--- config.mk ---
export PLATFORM = sky130hd
export DESIGN_NAME = event_encoder_16x4
export DESIGN_NICKNAME = d
export VERILOG_FILES = /design/src/rtl/enc_pkg.sv /design/src/rtl/rr_pick.sv /design/src/rtl/event_encoder_16x4.sv
export SDC_FILE = /design/constraint.sdc
export NUM_CORES = 1
export LEC_CHECK = 0
export BUFFER_PORTS_ARGS = -buffer_cell sky130_fd_sc_hd__buf_2
export CORE_ASPECT_RATIO = 0.75
export CORE_MARGIN = 4
export CORE_UTILIZATION = 35
export CTS_CLUSTER_DIAMETER = 80
export DETAILED_ROUTE_END_ITERATION = 8
export PLACE_DENSITY_LB_ADDON = 0.05
export SYNTH_ARGS = -nofsm -noshare
export SYNTH_HDL_FRONTEND = slang
export SYNTH_SLANG_ARGS = --single-unit
--- constraint.sdc ---
create_clock -name clk -period 9.6 [get_ports clk]
set_clock_uncertainty 0.1 [all_clocks]
set_input_delay 1.44 -clock clk [delete_from_list [all_inputs] [get_ports clk]]
set_output_delay 1.44 -clock clk [all_outputs]
set_load 0.005 [all_outputs]
--- src/rtl/enc_pkg.sv ---
// Shared definitions for the one-hot event encoder: default sizing and the
// output-slot state type used by the top level.
package enc_pkg;

    localparam int N_IN_DEFAULT  = 16;
    localparam int IDX_W_DEFAULT = 4;

    // Output slot: EMPTY means nothing presented, FULL means out_idx is valid.
    typedef enum logic [0:0] {
        EMPTY = 1'b0,
        FULL  = 1'b1
    } slot_state_t;

endpackage : enc_pkg

--- src/rtl/rr_pick.sv ---
// Combinational round-robin picker: returns the lowest set bit of vec at or
// above ptr, wrapping from the top index back to 0.
module rr_pick
    import enc_pkg::*;
#(
    parameter int N_IN  = N_IN_DEFAULT,
    parameter int IDX_W = IDX_W_DEFAULT
) (
    input  logic [N_IN-1:0]  vec,
    input  logic [IDX_W-1:0] ptr,
    output logic             any,
    output logic [IDX_W-1:0] idx
);

    localparam int SUM_W = IDX_W + 1;

    // rot[j] is vec viewed from ptr: rot[j] = vec[(ptr + j) mod N_IN].
    // pos[j] is the absolute index that rot[j] came from.
    logic [N_IN-1:0]  rot;
    logic [IDX_W-1:0] pos [N_IN];

    for (genvar gi = 0; gi < N_IN; gi++) begin : g_rot
        logic [SUM_W-1:0] sum;
        assign sum     = {1'b0, ptr} + SUM_W'(gi);
        assign pos[gi] = (sum >= SUM_W'(N_IN)) ? IDX_W'(sum - SUM_W'(N_IN))
                                               : IDX_W'(sum);
        assign rot[gi] = vec[pos[gi]];
    end

    // Priority search over the rotated view; scanning downwards lets the
    // smallest offset from ptr overwrite any later candidate.
    always_comb begin
        any = 1'b0;
        idx = '0;
        for (int j = N_IN - 1; j >= 0; j--) begin
            if (rot[j]) begin
                any = 1'b1;
                idx = pos[j];
            end
        end
    end

endmodule : rr_pick

--- src/rtl/event_encoder_16x4.sv ---
// One-hot event encoder: captures event strobes into a pending set, serves
// them round-robin through a single-entry valid/ready output slot and flags
// events that were merged into an already-pending bit.
module event_encoder_16x4
    import enc_pkg::*;
#(
    parameter int N_IN  = N_IN_DEFAULT,
    parameter int IDX_W = IDX_W_DEFAULT
) (
    input  logic             clk,
    input  logic             rst,
    input  logic             en,
    input  logic [N_IN-1:0]  req,
    input  logic             out_ready,
    input  logic             clr_ovf,
    output logic             out_valid,
    output logic [IDX_W-1:0] out_idx,
    output logic [N_IN-1:0]  pending,
    output logic             overflow
);

    slot_state_t      state_q, state_d;
    logic [N_IN-1:0]  pending_q, pending_d;
    logic [IDX_W-1:0] ptr_q, ptr_d;
    logic [IDX_W-1:0] out_idx_q, out_idx_d;
    logic             overflow_q, overflow_d;

    logic             pick_any;
    logic [IDX_W-1:0] pick_idx;

    logic             xfer;
    logic             load;
    logic [N_IN-1:0]  capture;
    logic [N_IN-1:0]  clear_mask;
    logic             ovf_event;

    rr_pick #(
        .N_IN  (N_IN),
        .IDX_W (IDX_W)
    ) u_pick (
        .vec (pending_q),
        .ptr (ptr_q),
        .any (pick_any),
        .idx (pick_idx)
    );

    // Next-state logic for the pending set, slot, pointer and overflow flag.
    always_comb begin
        xfer       = (state_q == FULL) && out_ready;
        load       = ((state_q == EMPTY) || xfer) && pick_any;
        capture    = en ? req : '0;
        clear_mask = load ? (N_IN'(1) << pick_idx) : '0;

        // A new strobe on a bit being served this edge re-arms it (set wins)
        // and is not a loss; a strobe on any other pending bit is merged away.
        ovf_event  = |(capture & pending_q & ~clear_mask);
        pending_d  = (pending_q & ~clear_mask) | capture;

        overflow_d = overflow_q;
        if (ovf_event) begin
            overflow_d = 1'b1;
        end else if (clr_ovf) begin
            overflow_d = 1'b0;
        end

        state_d   = state_q;
        out_idx_d = out_idx_q;
        ptr_d     = ptr_q;
        if (load) begin
            state_d   = FULL;
            out_idx_d = pick_idx;
            ptr_d     = (pick_idx == IDX_W'(N_IN - 1)) ? '0 : pick_idx + 1'b1;
        end else if (xfer) begin
            state_d   = EMPTY;
        end
    end

    // State registers; reset clears everything, dropping any unserved events.
    always_ff @(posedge clk or posedge rst) begin
        if (rst) begin
            state_q    <= EMPTY;
            pending_q  <= '0;
            ptr_q      <= '0;
            out_idx_q  <= '0;
            overflow_q <= 1'b0;
        end else begin
            state_q    <= state_d;
            pending_q  <= pending_d;
            ptr_q      <= ptr_d;
            out_idx_q  <= out_idx_d;
            overflow_q <= overflow_d;
        end
    end

    assign out_valid = (state_q == FULL);
    assign out_idx   = out_idx_q;
    assign pending   = pending_q;
    assign overflow  = overflow_q;

endmodule : event_encoder_16x4

# == Word level (Yosys, flattened, before mapping) ==
# Index checks and enable logic that the tools add are counted.
# word_totals
regBits,26
input_bits,21
output_inout_bits,22
word_cells,170
# classes
addsub,32
order_cmp,32
eq_ne,1
shift,1
n_mux,87
bitwise,6
n_reduce_logical,6
# op_table
cell,n
two-way mux 4 bit,33
< comparator 4 x 5 -> 1 bit (second input constant),16
>= comparator 5 bit (second input constant),15
binary-select mux 1 bit (select 4 bit),16
subtractor 4 x 1 -> 4 bit (second input constant),16
bitwise AND 16 bit,3
adder 4 x 4 -> 5 bit (second input constant),8
two-way mux 1 bit,36
two-way mux 16 bit,2
adder 4 x 3 -> 5 bit (second input constant),4
inverter 16 bit,1
OR 16 bit,1
OR reduction 16 bit,1
left shift 1 x 4 -> 16 bit (first input constant),1
adder 4 x 2 -> 5 bit (second input constant),2
adder 4 x 1 -> 5 bit (second input constant),1
>= comparator 4 x 5 -> 1 bit (second input constant),1
adder 4 x 1 -> 4 bit (second input constant),1
equality test 4 bit (second input constant),1
nonzero test 2 bit,2
logical AND 1 bit,2
logical OR 1 bit,1
inverter 1 bit,1

# == Logic depth before layout (Yosys ltp) ==
# Gate-level depths: netlist of run 1.
# depth
word_depth,27
depth_mapped,22
ltp_nobuf,17

# == Cells and area by module ==
# Synthesis of run 1 repeated with hierarchy kept, for this count alone.
# hier_totals
hier_cells,402
hier_area_um2,3763.6
# modules_own_cells
mod,instances,cells_per_inst,area_each_um2
rr_pick,1,259,2328.5
event_encoder_16x4,1,143,1435.1

# == Worst setup path after synthesis of run 1 ==
# No wires, ideal clock.
# synth_path
kind,register -> register
startpoint,register ptr_q[1]
endpoint,"register overflow_q, in the netlist overflow"
setup_time_ns,0.138
t_arrival_ns,4.911
required_time_ns,9.362
slack_ns,4.450
path_stages_with_launch,21
period_less_slack_ns,5.150
cell_sequence,dfrtp_1 -> buf_2 -> buf_6 -> buf_2 -> clkinv_1 -> ha_1 -> buf_2 -> mux4_2 -> mux4_2 -> nor3_2 -> o21ai_1 -> a2111oi_2 -> a211oi_2 -> nor2_1 -> ha_1 -> inv_1 -> or3_1 -> and3_1 -> a31oi_1 -> a41oi_1 -> nand4b_1
# synth_between
elab_chain_len,27
# synth_lines
element,line,text
from (decl),event_encoder_16x4.sv:24,"logic [IDX_W-1:0] ptr_q, ptr_d;"
from (signal assigned),event_encoder_16x4.sv:89,ptr_q <= ptr_d;
adder 4 x 4 -> 5 bit,rr_pick.sv:24,"assign sum = {1'b0, ptr} + SUM_W'(gi);"
subtractor 4 x 1 -> 4 bit / >= comparator 5 bit (equally long branches),rr_pick.sv:25,assign pos[gi] = (sum >= SUM_W'(N_IN)) ? IDX_W'(sum - SUM_W'(N_IN))
two-way mux 4 bit,rr_pick.sv:25,
binary-select mux 1 bit (select 4 bit),rr_pick.sv:27,assign rot[gi] = vec[pos[gi]];
two-way mux 1 bit (not written as such),rr_pick.sv:27,
two-way mux 4 bit / two-way mux 1 bit (equally long branches) (16 in series),rr_pick.sv:36,if (rot[j]) begin
left shift 1 x 4 -> 16 bit / logical AND 1 bit (equally long branches),"event_encoder_16x4.sv:52, event_encoder_16x4.sv:50",
two-way mux 16 bit *,event_encoder_16x4.sv:52,clear_mask = load ? (N_IN'(1) << pick_idx) : '0;
inverter 16 bit *,event_encoder_16x4.sv:56,ovf_event = |(capture & pending_q & ~clear_mask);
bitwise AND 16 bit *,event_encoder_16x4.sv:56,
OR reduction 16 bit *,event_encoder_16x4.sv:56,
two-way mux 1 bit / nonzero test 2 bit (equally long branches),--,
to (signal assigned),event_encoder_16x4.sv:91,overflow_q <= overflow_d;
to (decl),event_encoder_16x4.sv:26,"logic overflow_q, overflow_d;"
# Mark *: on every way between the ends. The rest lies on a longest branch, timed or not. The select of a mux whose other input is x is not followed.
# A chain may end at the register's enable or synchronous reset.

# == Worst setup path after layout of run 1 ==
# Ends and elaborated chain as after synthesis.

==> results, run 1 <==
- At the pin with the least slew margin, the transition time is 1.01 ns.
- The number of gates resized after CTS is 0.
- At the end of the flow the core is filled with cells to 0.402.
- The floorplan die height is 98.8 µm.
- The capture instance of the worst register-to-register path is overflow.
- The synthesized netlist net count is 451.
- The number of enable-type register cells in the synthesized netlist is 0.
- Summed over all layers, the routed wires come to 14200 µm.
- Hold is met by 0.378 ns.
- Of the total synthesized cell area, the portion taken by XOR and XNOR cells is 0.0351.
- For this run, global-route usage on met3 was measured as 0.0553.
- The number of storage elements in the synthesis netlist is 26.
- The pin count of the biggest net entering global routing is 45.
- 0 antenna diodes ended up in the layout.
- STA classifies the critical path startpoint as a flip-flop.
- The buffers inserted during post-CTS setup optimization is 0.
- Dividing the detail-routed wire length by the instance count gives 24.2 µm.
- For hold timing, the worst endpoint is out_idx[1].
- The first global-routing pass estimated 22000 µm of wire.
- The core footprint is 0.0105 mm².
- The portion of netlist area occupied by mux cells is 0.299.
- In the global route stage, met2 resource usage came out at 0.294.
- The slowest stage of the critical path belongs to the cell ha_1.
- Data on the critical path is required at its endpoint by 9.64 ns.
- The max-slew violation count is 0.
- The detail route stage leaves a number of antenna-violating nets equal to 0.
- The number of placement rows is 32.
- The count of unique library cells instantiated by Yosys is 76.
- The biggest fanout along the worst timing path is 29.
- The multi-input combinational cell area is 0.00302 mm².
- Setup violations remaining at the end of the flow were counted as 0.
- The number of sinks on the clock net is 26.
- The busiest metal layer after global routing is met1.
- The signal arrival time at the worst endpoint is 6.12 ns.
- The post-synthesis cell area is 0.00385 mm².
- The die span in x is 129 µm.
- On the worst path, the slowest cell contributes a delay of 1.05 ns.
- The post-route DRC violation count is 0.
- Global routing finished with a remaining overflow of 0.
- The share of synthesized area in the top cell type comes to 0.169.
- The share of the synthesized area in compound gates (AO/OA/AOI/OAI) came to 0.239.
- Summing all flip-flop and latch instances after layout gives 652 µm².
- The post-synthesis adder-cell area fraction is 0.0260.
- The HPWL after detailed placement is 11100 µm.
- The total CTS buffers is 3.
- The initial cell density of the core is 0.367.
- Setup repair after global routing left no endpoint under its margin.
- The maximum clock frequency is 0.164 GHz.
- The ratio of cells with drive above 1 in the final layout is 0.233.
- In the post-synthesis netlist, the biggest area contributors are dfrtp_1, mux4_2, mux2i_1.
- The final number of hold-violating endpoints is 0.
- The via count of the first global-routing pass is 3502.
- The detailed router finished its first iteration with 456 violations.
- The class of the most critical setup path is reg -> reg.
- The final sum of negative setup slack is 0 ns.
- The routed layout has 3790 vias.
- Of the total synthesized cell area, the portion taken by AND, OR, NAND and NOR gates is 0.185.
- The clock passes through at most 2 buffers.
- The all-layer global routing usage is 0.223.
- The startpoint of the most critical register-to-register path is ptr_q[1].
- The critical path goes through buf_4 > clkinv_1 > ha_1 > mux4_2 > mux2i_1 > o211ai_1 > a2111oi_1 > a221oi_4 > nor2_1 > ha_1 > inv_1 > or3_1 > and3_1 > a31oi_1 > a41oi_1 > nand4b_1.
- For this run, the detailed router's first-pass iteration total came to 5.
- The worst hold path was traced through 2 stages.
- The depth of the worst register-to-register path is 16.
- CTS built an H-tree with a depth of 1.
- Leaving out filler cells and counting taps, the final layout contains 586.
- The cell seen most often among critical-path stages is ha_1.
- The path class of the tightest hold or removal check is reg -> reg.
- The clock-pin transition on the worst setup and hold timing paths is 0.07 ns.
- The flow ran to the end, and the final reports show no timing, DRC or antenna violations.
- The clock insertion delay at the later pin of the skew report is 0.27 ns.
- The reg-to-reg setup timing slack is 3.52 ns.
- The element type at the critical path end is a flip-flop.
- The number of violations of the max-capacitance limit is 0.
- Of all cell types, the one taking the most synthesized area is dfrtp_1.
- Routability-driven placement finished with a final weighted congestion of 0.972.
- Dividing the synthesized area by the synthesized cell count gives 9.11 µm².
- The final-layout fill cell count is 1087.
- Buffers placed on the I/O ports in this run total 42.
- Subtracting the final worst setup slack from the clock period gives 6.08 ns.
- After synthesis, the largest family of logic cells by area is multiplexers.
- For this run, the leading register cell type out of synthesis is dfrtp_1.
- After synthesis, the share of flip-flops with an asynchronous set or reset is 1.00.
- The total of hold buffers inserted after clock tree synthesis is 0.
- For this run, the number of Yosys warnings is 0.
- 43 I/O pins were placed.
- The net total in the final layout is 480.
- After technology mapping, the gate count stands at 422.
- From synthesis to final layout, the design area changed by 9.60%.
- The launch point of the worst hold path is out_idx[1].
- In the routed layout, each cell is associated on average with a via count of 6.47.
- The initial antenna violation count is 0.
- In the global route stage, met1 resource usage came out at 0.366.
- The relative max-transition margin is 0.323.
- The die area is 0.0127 mm².
- In the finished design, the share of the clock period the worst path needs comes to 0.634.
- In this run, placement finished with an instance count of 582.
- The clock root buffer master is clkbuf_16.
- The TritonCTS clock tree is built.
- The share of the Yosys chip area taken by registers is 0.169.
[synthesized netlist by cell type (5+ instances only)]
library cell / number
nor2b_1: 7
nand2_1: 46
mux2i_1: 33
nand3_1: 20
o21ai_0: 10
buf_6: 6
and2_1: 6
dfrtp_1: 26
a21oi_1: 20
nand2b_1: 5
mux2_2: 8
a22oi_1: 7
nor2_1: 24
nor4_1: 6
mux2_1: 9
nor3_1: 7
mux4_2: 24
a31oi_1: 6
a21o_1: 7
inv_1: 9
a22o_1: 17
clkbuf_1: 10
xnor2_1: 6
buf_2: 6
ha_1: 8
and3_1: 5
[per-layer routing]
metal,wire (µm),vias up
li1,-,1721
met1,7070,1877
met2,5700,176
met3,1180,16
met4,198,0
met5,0,-
[state kept, by name, summed over array words and instances, names as in the netlist]
register and flops:
out_valid 1, out_idx 4, ptr_q 4, pending 16, overflow 1
[cells in the final DEF (no fill, tap or decap), types with 5 or more instances in the layout]
cell	count
mux2_1	9
nand2_1	46
a21o_1	7
buf_4	5
and3_1	5
nor3_1	7
a31oi_1	6
mux4_2	24
nor2b_1	7
a22o_1	17
buf_2	42
o21ai_0	10
mux2i_1	33
dfrtp_1	25
and2_1	6
mux2_2	8
a21oi_1	20
nor4_1	6
a22oi_1	7
nand2b_1	5
inv_1	9
xnor2_1	6
nand3_1	20
ha_1	8
nor2_1	24
[metrics by stage]
step,setup WS [ns],cell area (µm²)
2_1_floorplan,4.45,3850
3_3_place_gp,3.73,4130
3_5_place_dp,3.58,4130
4_1_cts,3.59,4220
5_1_grt,3.06,4220
6_report,3.52,4220
[worst max path at each step]
stage / from / to / slack (ns) / cells after the start
detailed placement: ptr_q[1] / overflow / 3.58 / 17
floorplan: ptr_q[1] / overflow / 4.45 / 20
finish: ptr_q[1] / overflow / 3.52 / 16
CTS: ptr_q[1] / overflow / 3.59 / 16
global placement: ptr_q[1] / overflow / 3.73 / 17
global route: ptr_q[1] / overflow / 3.06 / 16
[kinds of logic after synthesis]
kind of cell | after synthesis
muxes | 80
AOI/OAI and AO/OA | 119
xor gates and xnor gates | 12
adders and majority gates | 8
buffers and inverters | 34
and+or+nand+nor | 143
DFF | 26
[critical path, delay by kind of cell (launching register included)]
family          cells  cell delay [ns]
fa+ha+maj           2             1.26
mux                 2             1.08
flops               1             0.32
compound gates      5             1.32
simple gates        4             1.05
buf+inv             3             0.80
[area by class of cell]
class,instances,area share
clock buffer,4,0.0211
inverter,11,0.00980
multi-input combinational,362,0.715
sequential,26,0.155
tap,136,0.0404
timing repair buffer,47,0.0588
Power of run 1 is left out: the tool's default activity adds up to more than one toggle a clock period on the data nets, which glitch-free logic cannot reach.
==> run 2, diff against run 1 <==
ABC_AREA = 1   (was not set)
clock period = 6 ns   (was 9.6 ns; I/O delays follow)
==> results, run 2 <==
- Based on the critical path, the design can be clocked at up to 0.211 GHz.
- The terminating pin of the worst hold path is out_idx[2].
- For the pin with the worst max-slew slack, the measured transition is 1.07 ns.
- Dividing the detail-routed wire length by the instance count gives 15.7 µm.
- Dividing the synthesized area by the synthesized cell count gives 5.61 µm².
- At the worst endpoint, the arrival time is 4.80 ns.
- The total CTS buffers is 3.
- The slowest stage cell on the critical path is dfrtp_1.
- The clock-pin transition on the worst setup and hold timing paths is 0.08 ns.
- The clock passes through at most 2 buffers.
- The worst pin sits at a relative slew slack of 0.286.
- The count of antenna diodes in the layout is 0.
- The number of gates resized after CTS is 0.
- The number of placement rows is 29.
- The cell seen most often among critical-path stages is nand2_1.
- The synthesized netlist net count is 600.
- In this run the vertical extent of the chip is 90.8 µm.
- 43 I/O pins were placed.
- The number of violations of the max-capacitance limit is 0.
- The floorplan step defined a die boundary enclosing 0.0108 mm².
- Summed over all layers, the global routing overflow is 0.
- The number of storage elements in the synthesis netlist is 26.
- The fraction of synthesized cell area taken by the top area cell type is 0.293.
- The library cells used most frequently in the layout, excluding fill and tap cells, are nand2_1, nand3_1, inv_1.
- The via count of the first global-routing pass came to 3320.
- The flip-flop count of the largest register after layout is 16.
- The post-route DRC violation count is 0.
- In the synthesized netlist the async set-or-reset flop fraction comes to 1.00.
- The buffers inserted during post-CTS setup optimization is 0.
- In this run, the number of DRC markers left after iteration 0 of detailed routing was 295.
- The share of the Yosys chip area taken by registers is 0.203.
- The most frequent standard cell in the layout excluding fill and tap cells is nand2_1.
- The launch point of the worst hold path is out_idx[2].
- Hold repair after CTS inserted 0 buffers.
- Counting the fill cells in the layout gives 966.
- For this configuration, the core starts out at a cell density of 0.369.
- The die span in x is 118 µm.
- The pin count of the biggest net entering global routing is 29.
- The worst slack at placement is 1.40 ns.
- Along the worst path, the maximum fanout reaches 18.
- Input and output buffers added on the ports amount to 42.
- The most used standard cell by instance count after synthesis is nand2_1.
- The net total in the final layout is 635.
- The first global-routing pass estimated 18000 µm of wire.
- In the routed layout, each cell is associated on average with a via count of 5.19.
- The worst hold path stage count is 2.
- The core region is 0.00867 mm².
- The commonest cells after synthesis are nand2_1, nand3_1, inv_1.
- Summed over all failing endpoints, the final setup total negative slack is 0 ns.
- The detailed-route via count is 3704.
- In this run the critical register-to-register path is launched from ptr_q[1].
- Setup repair after global routing left no endpoint under its margin.
- Once routing completed, OpenROAD measured the worst setup slack at 1.25 ns.
- Synthesis handed over a netlist of 571 instances.
- The synthesized netlist contains 31 unique library cells.
- The capture instance of the worst register-to-register path is overflow.
- The max-slew violation count was 0.
- After synthesis the cells add up to 0.00320 mm².
- The final number of hold-violating endpoints is 0.
- The number of sinks on the clock net is 26.
- In the final layout, the share of cells above drive strength 1 is 0.140.
- From synthesis to final layout, the design area changed by 11.5%.
- In the finished design, the share of the clock period the worst path needs comes to 0.791.
- The depth of the worst register-to-register path is 35.
- The wire length reported by the detailed router is 11200 µm.
- The final core area utilization is 0.411.
- The worst setup path is captured at a flip-flop.
- The final weighted congestion in routability-driven placement is 0.935.
- The min-delay analysis places its worst path in the category reg -> reg.
- The final critical path time including I/O delays and setup is 4.75 ns.
- Yosys attributes the largest share of cell area to nand2_1, dfrtp_1, nand3_1.
- The cell sitting at the root of the clock tree is a clkbuf_16.
- The initial antenna violation count is 0.
- The largest total area in the synthesized netlist belongs to nand2_1.
- The number of enable-type register cells in the synthesized netlist is 0.
- The class of the most critical setup path is reg -> reg.
- The count of endpoints failing setup in the final report is 0.
- The reg-to-reg setup timing slack is 1.25 ns.
- The maximum level of the CTS H-tree is 1.
- The required time of the worst setup path is 6.05 ns.
- The first-pass detailed-route iteration total is 5.
- The half-perimeter wire length after detailed placement is 8840 µm.
- The most common flop cell mapped by yosys is dfrtp_1.
- The kind of start point of the critical path is a flip-flop.
- The Yosys step of the flow raised 0 warnings.
- The maximum single-stage delay on the critical path is 0.68 ns.
- The all-layer global routing usage is 0.209.
- For the worst-skew pair, the clock arrives at the later sink with an insertion delay of 0.27 ns.
- The flow ran to the end, and the final reports show no timing, DRC or antenna violations.
- The TritonCTS clock tree is built.
- The count of nets left with antenna violations once routing finished came out at 0.
[run 2: cell types whose count changed in the layout (fill, tap and decap cells not counted), sizes merged, moves of 17 or more]
cell	delta
mux2i	-35
inv	+59
nand2	+220
a22o	-17
mux4	-24
mux2	-21
nand3	+66
[run 2: worst max path at each step]
stage              from       end  slack, ns  depth (start not counted)
3_5_place_dp   ptr_q[1]  overflow       1.40                         35
3_3_place_gp   ptr_q[1]  overflow       1.44                         33
4_1_cts        ptr_q[1]  overflow       1.36                         22
6_report       ptr_q[1]  overflow       1.25                         35
2_1_floorplan  ptr_q[1]  overflow       2.46                         37
5_1_grt        ptr_q[1]  overflow       0.75                         22
[run 2: metrics by stage]
step	instance area (µm²)	std cells	hold slack [ns]
after floorplan	3200	571	0.374
after global placement	3460	709	0.367
after detailed placement	3460	709	0.367
after CTS	3570	713	0.387
after global routing	3570	713	0.415
final	3570	713	0.383
[run 2: cells by family after synthesis]
kind of cell,count (synthesis),synth area share
AO/OA/AOI/OAI,50,0.0954
XOR/XNOR,8,0.0242
adder cells (fa/ha/maj),8,0.0313
buffers and inverters,85,0.116
flip-flops,26,0.203
AND/OR/NAND/NOR,394,0.530
[run 2: layout make-up]
| type | count | area, µm² | area share |
|---|---|---|---|
| clock inverters | 1 | 30.0 | 0.00842 |
| multi-input cells | 460 | 2180 | 0.611 |
| clock buffers | 3 | 75.1 | 0.0210 |
| repair buffers | 44 | 225 | 0.0631 |
| flip-flops and latches | 26 | 651 | 0.182 |
| inverters | 71 | 272 | 0.0761 |
| well taps | 108 | 135 | 0.0379 |
[run 2: per-layer routing]
layer,vias up,GRT usage,share of wire
li1,1861,-,-
met1,1707,0.334,0.53
met2,134,0.295,0.39
met3,2,0.0426,0.075
met4,0,0.0135,0.0021
met5,-,0,0
[run 2: critical path, delay by kind of cell (launching register included)]
kind / cells / cell delay, ns
flip-flops: 1 / 0.68
adder cells (fa/ha/maj): 2 / 0.78
buffers and inverters: 4 / 0.63
AND/OR/NAND/NOR: 29 / 2.41
Power of run 2 is left out for the same reason.
